### config.mk
export PLATFORM = sky130hd
export DESIGN_NAME = mod7879_byte_decoder
export DESIGN_NICKNAME = d
export VERILOG_FILES = /design/src/rtl/mod7879_byte_decoder.sv
export SDC_FILE = /design/constraint.sdc
export NUM_CORES = 1
export LEC_CHECK = 0
export BUFFER_PORTS_ARGS = -buffer_cell sky130_fd_sc_hd__buf_2
export CELL_PAD_IN_SITES_DETAIL_PLACEMENT = 2
export CELL_PAD_IN_SITES_GLOBAL_PLACEMENT = 2
export CORE_MARGIN = 10
export CORE_UTILIZATION = 43
export DETAILED_ROUTE_END_ITERATION = 8
export PLACE_DENSITY_LB_ADDON = 0.3
export SETUP_SLACK_MARGIN = 0.5
export SLEW_MARGIN = 20
export SYNTH_ARGS = -nofsm -noshare
export SYNTH_HDL_FRONTEND = slang
export SYNTH_SLANG_ARGS = --single-unit
### constraint.sdc
create_clock -name clk -period 23.7 [get_ports clk]
set_input_delay 2.37 -clock clk [delete_from_list [all_inputs] [get_ports clk]]
set_output_delay 2.37 -clock clk [all_outputs]
set_load 0.01 [all_outputs]
### src/rtl/mod7879_byte_decoder.sv
// Streaming big-endian byte decoder returning the centered residue mod 7879.
// Horner accumulation, one byte per cycle, valid/ready on both sides.
module mod7879_byte_decoder #(
  parameter int Q  = 7879,
  parameter int QH = 3939
) (
  input  logic               clk,
  input  logic               Reset,
  input  logic               in_valid,
  output logic               in_ready,
  input  logic [7:0]         in_data,
  input  logic               in_last,
  output logic               out_valid,
  input  logic               out_ready,
  output logic signed [12:0] Out
);

  localparam logic [29:0] RECIP = 30'((64'd1 << 21) / 64'(Q));
  localparam logic [20:0] Q21 = 21'(Q);
  localparam logic [14:0] Q15 = 15'(Q);
  localparam logic [12:0] Q13 = 13'(Q);
  localparam logic [12:0] QH13 = 13'(QH);

  logic [12:0] acc;
  logic        accept;
  logic [20:0] x;
  logic [29:0] prod;
  logic [8:0]  q;
  logic [20:0] r0;
  logic [14:0] r1;
  logic [14:0] r2;
  logic [12:0] r;
  logic [12:0] cent;

  assign in_ready = !out_valid | out_ready;
  assign accept   = in_valid & in_ready;

  // The reciprocal quotient undershoots by at most 2, so two
  // conditional subtractions land the remainder in [0, Q-1].
  always_comb begin
    x    = {acc, 8'h00} + {13'd0, in_data};
    prod = {9'd0, x} * RECIP;
    q    = prod[29:21];
    r0   = x - ({12'd0, q} * Q21);
    r1   = r0[14:0];
    if (r1 >= Q15) r1 = r1 - Q15;
    r2   = r1;
    if (r2 >= Q15) r2 = r2 - Q15;
    r    = r2[12:0];
    cent = (r > QH13) ? (r - Q13) : r;
  end

  always_ff @(posedge clk) begin
    if (Reset) begin
      acc       <= '0;
      out_valid <= 1'b0;
      Out       <= '0;
    end else begin
      if (accept) begin
        if (in_last) begin
          acc <= '0;
          Out <= signed'(cent);
        end else begin
          acc <= r;
        end
      end
      if (accept && in_last)
        out_valid <= 1'b1;
      else if (out_ready)
        out_valid <= 1'b0;
    end
  end

endmodule

==> results by group <==
Outcome
  – Status: finished clean

CTS
  – Clock Pin Slew Worst Setup and Hold Paths: 70 ps
  – Cts bufs inserted: 3
  – Hold-fix buffers, CTS: 0
  – Longest Clk Path Bufs: 2
  – Skew-Pair Late Insertion Delay: 270 ps
  – Post-cts repair resize count: 0
  – Clock tree from TritonCTS: yes
  – Post-CTS Setup Repair Bufs: 0
  – Clk root buf: clkbuf_16
  – # clock sinks: 27
  – H-tree Lvls: 1

Layout
  – Nets: 898
  – Area added between synthesis and finish: 6.01%
  – Diodes inserted: 0
  – Fillers: 1553
  – Finished Layout Cells: 904
  – Fraction of layout cells with a size suffix above 1: between 8 and 9%

Detailed routing
  – DR iter-0 viols: 361
  – ANT nets after route: 0
  – Drt wl/cell: 25.0 µm
  – Post-route DRC: 0
  – Detailed-route wire length: 22600 µm
  – Vias: 5633
  – DR pass1 iterations: 5
  – Vias per std cell: about 6.2

Die
  – Die H: 140 µm
  – Die ar.: roughly 19000 µm²
  – Core area: 13900 µm²
  – IO Pins: 28
  – Number of cell rows: 43
  – Initial Utilization: between 40% and 50%
  – Overall die width: 140 µm

Synthesis
  – Post-synth EDFFs: 0
  – Synth Area per Inst: between 8 and 9 µm²
  – Sequential share of the synthesized area: 8.80%
  – Largest area contributor in the netlist: ha_1
  – Mapped Nets: 880
  – Share of the synthesized area in the top cell type: 23.2%
  – Cell Area, Synth: 6140 µm²
  – Count of cell types in the netlist: a little under 80
  – Area contributors post-synth: ha_1 (23%), fa_1 (15%), dfxtp_1 (8.8%)
  – Top FF cell, synth: dfxtp_1
  – Cell with the most instances after synthesis: ha_1
  – Yosys warnings: 0
  – Synth cell count leaders: ha_1 (114), inv_1 (76), fa_1 (46)
  – Ys async rst share: 0%
  – Synthesized instance count: 707
  – FF+latch count, synth: 27

Worst setup path
  – Worst path max stage delay: 790 ps
  – CP Data Required Time: 23880 ps
  – Kind of critical path: in -> reg
  – Crit-path max FO: 14
  – Setup crit start kind: input port
  – Slowest cell on the critical path: o311ai_1
  – Endpoint type of the worst setup path: flop
  – Most frequent cell on the critical path: ha_1
  – Data arrival time of the worst path: 15850 ps

GRT
  – Vias in the first global route: 6391
  – Largest net degree at the start of global routing: 25
  – Gr usage total: 22.7%
  – Grt total ovfl: 0
  – Initial antenna violation count: 0
  – First-pass GRT wire length: approximately 36000 µm

STA
  – Worst-Margin Slew: 1020 ps
  – Worst setup margin: 8020 ps
  – Slew headroom: 31.9%
  – Sum of negative setup slack: 0 ps
  – Max Fclk: 63.8 MHz
  – Setup violations, final: 0
  – Hold WS: 493 ps
  – Clock Skew: 4.32 ps
  – Crit share post-route: 66.1%
  – Fin. Hold Viols: 0
  – RSZ-0062 raised after global routing: false
  – Slew Limit Fails: 0
  – Min Clock Period, post-route: 15680 ps

Place
  – Placed insts: 900
  – Post-place setup slack: 7880 ps
  – Dpl hpwl: 19200 µm
  – GP Congestion: between 0.9 and 1
  – Port-buffer cells: 27

Hold path
  – Hold WC Path Type: reg -> reg

Job
  – Maxcap violations: 0
-- placed cells by master (no fill, tap or decap), drive strengths merged, types with 5 or more instances in the layout --
| master | instances |
|---|---|
| nor2 | 46 |
| fa | 46 |
| and2 | 13 |
| dfxtp | 27 |
| nor3 | 12 |
| nand4 | 8 |
| nor4 | 8 |
| and3 | 7 |
| a21o | 6 |
| a311o | 5 |
| nor2b | 5 |
| o21ai | 26 |
| o21a | 6 |
| ha | 114 |
| a22oi | 15 |
| a31oi | 8 |
| nand3 | 14 |
| o22ai | 5 |
| or2 | 7 |
| xnor2 | 39 |
| or3 | 7 |
| a211oi | 11 |
| a21oi | 40 |
| nand2b | 6 |
| o211ai | 7 |
| mux2i | 7 |
| inv | 76 |
| buf | 29 |
| nand2 | 41 |
| xor2 | 21 |
-- cell type report --
type                    instances  area (µm²)  area share [%]
clock inverters                 1        7.51           0.115
repair buffers                 29         150            2.31
multi-input cells             588        5230            80.3
well taps                     180         225            3.46
clock buffers                   3        75.1            1.15
flip-flops and latches         27         541            8.30
inverters                      76         285            4.38
-- worst paths after layout --
kind / from / endpoint / slack, ps / depth (start not counted)
worst max-delay path: in_data[6] / Out[2] / 8020 / 43
worst min-delay path: Out[12] / Out[12] / 490 / 2
worst max register to register: acc[2] / Out[2] / 9520 / 42
worst min register to register: Out[12] / Out[12] / 490 / 2
-- through the flow --
step	util [%]	instance area [µm²]
3_3_place_gp	46.2	6430
4_1_cts	46.7	6510
3_5_place_dp	46.2	6430
2_1_floorplan	-	6140
6_report	46.7	6510
5_1_grt	46.7	6510
-- worst max-delay path: cells and delay by family --
kind / cells / cell delay [ps]
muxes: 1 / 350
and+or+nand+nor: 12 / 3430
AOI/OAI and AO/OA: 15 / 4680
buffers and inverters: 4 / 430
adders and majority gates: 11 / 4590
-- registers in the layout, indices dropped and copies added (netlist names) --
signal and flops:
acc 13, out_valid 1, Out 13
-- per-layer routing --
| metal | share of wire (%) | global-route usage [%] |
|---|---|---|
| met5 | 0 | 0 |
| met4 | 2.3 | 5.98 |
| met3 | 3.9 | 2.48 |
| met2 | 50 | 40.1 |
| met1 | 44 | 28.4 |
-- kinds of logic after synthesis --
group / synth area share, %
mux: 1.87
simple gates: 14.8
buf+inv: 6.09
xor+xnor: 9.49
flops: 8.80
fa+ha+maj: 38.2
compound gates: 20.8
Power is not shown: default switching activity piles up to over one toggle a cycle in this logic, so the estimate is an artifact.
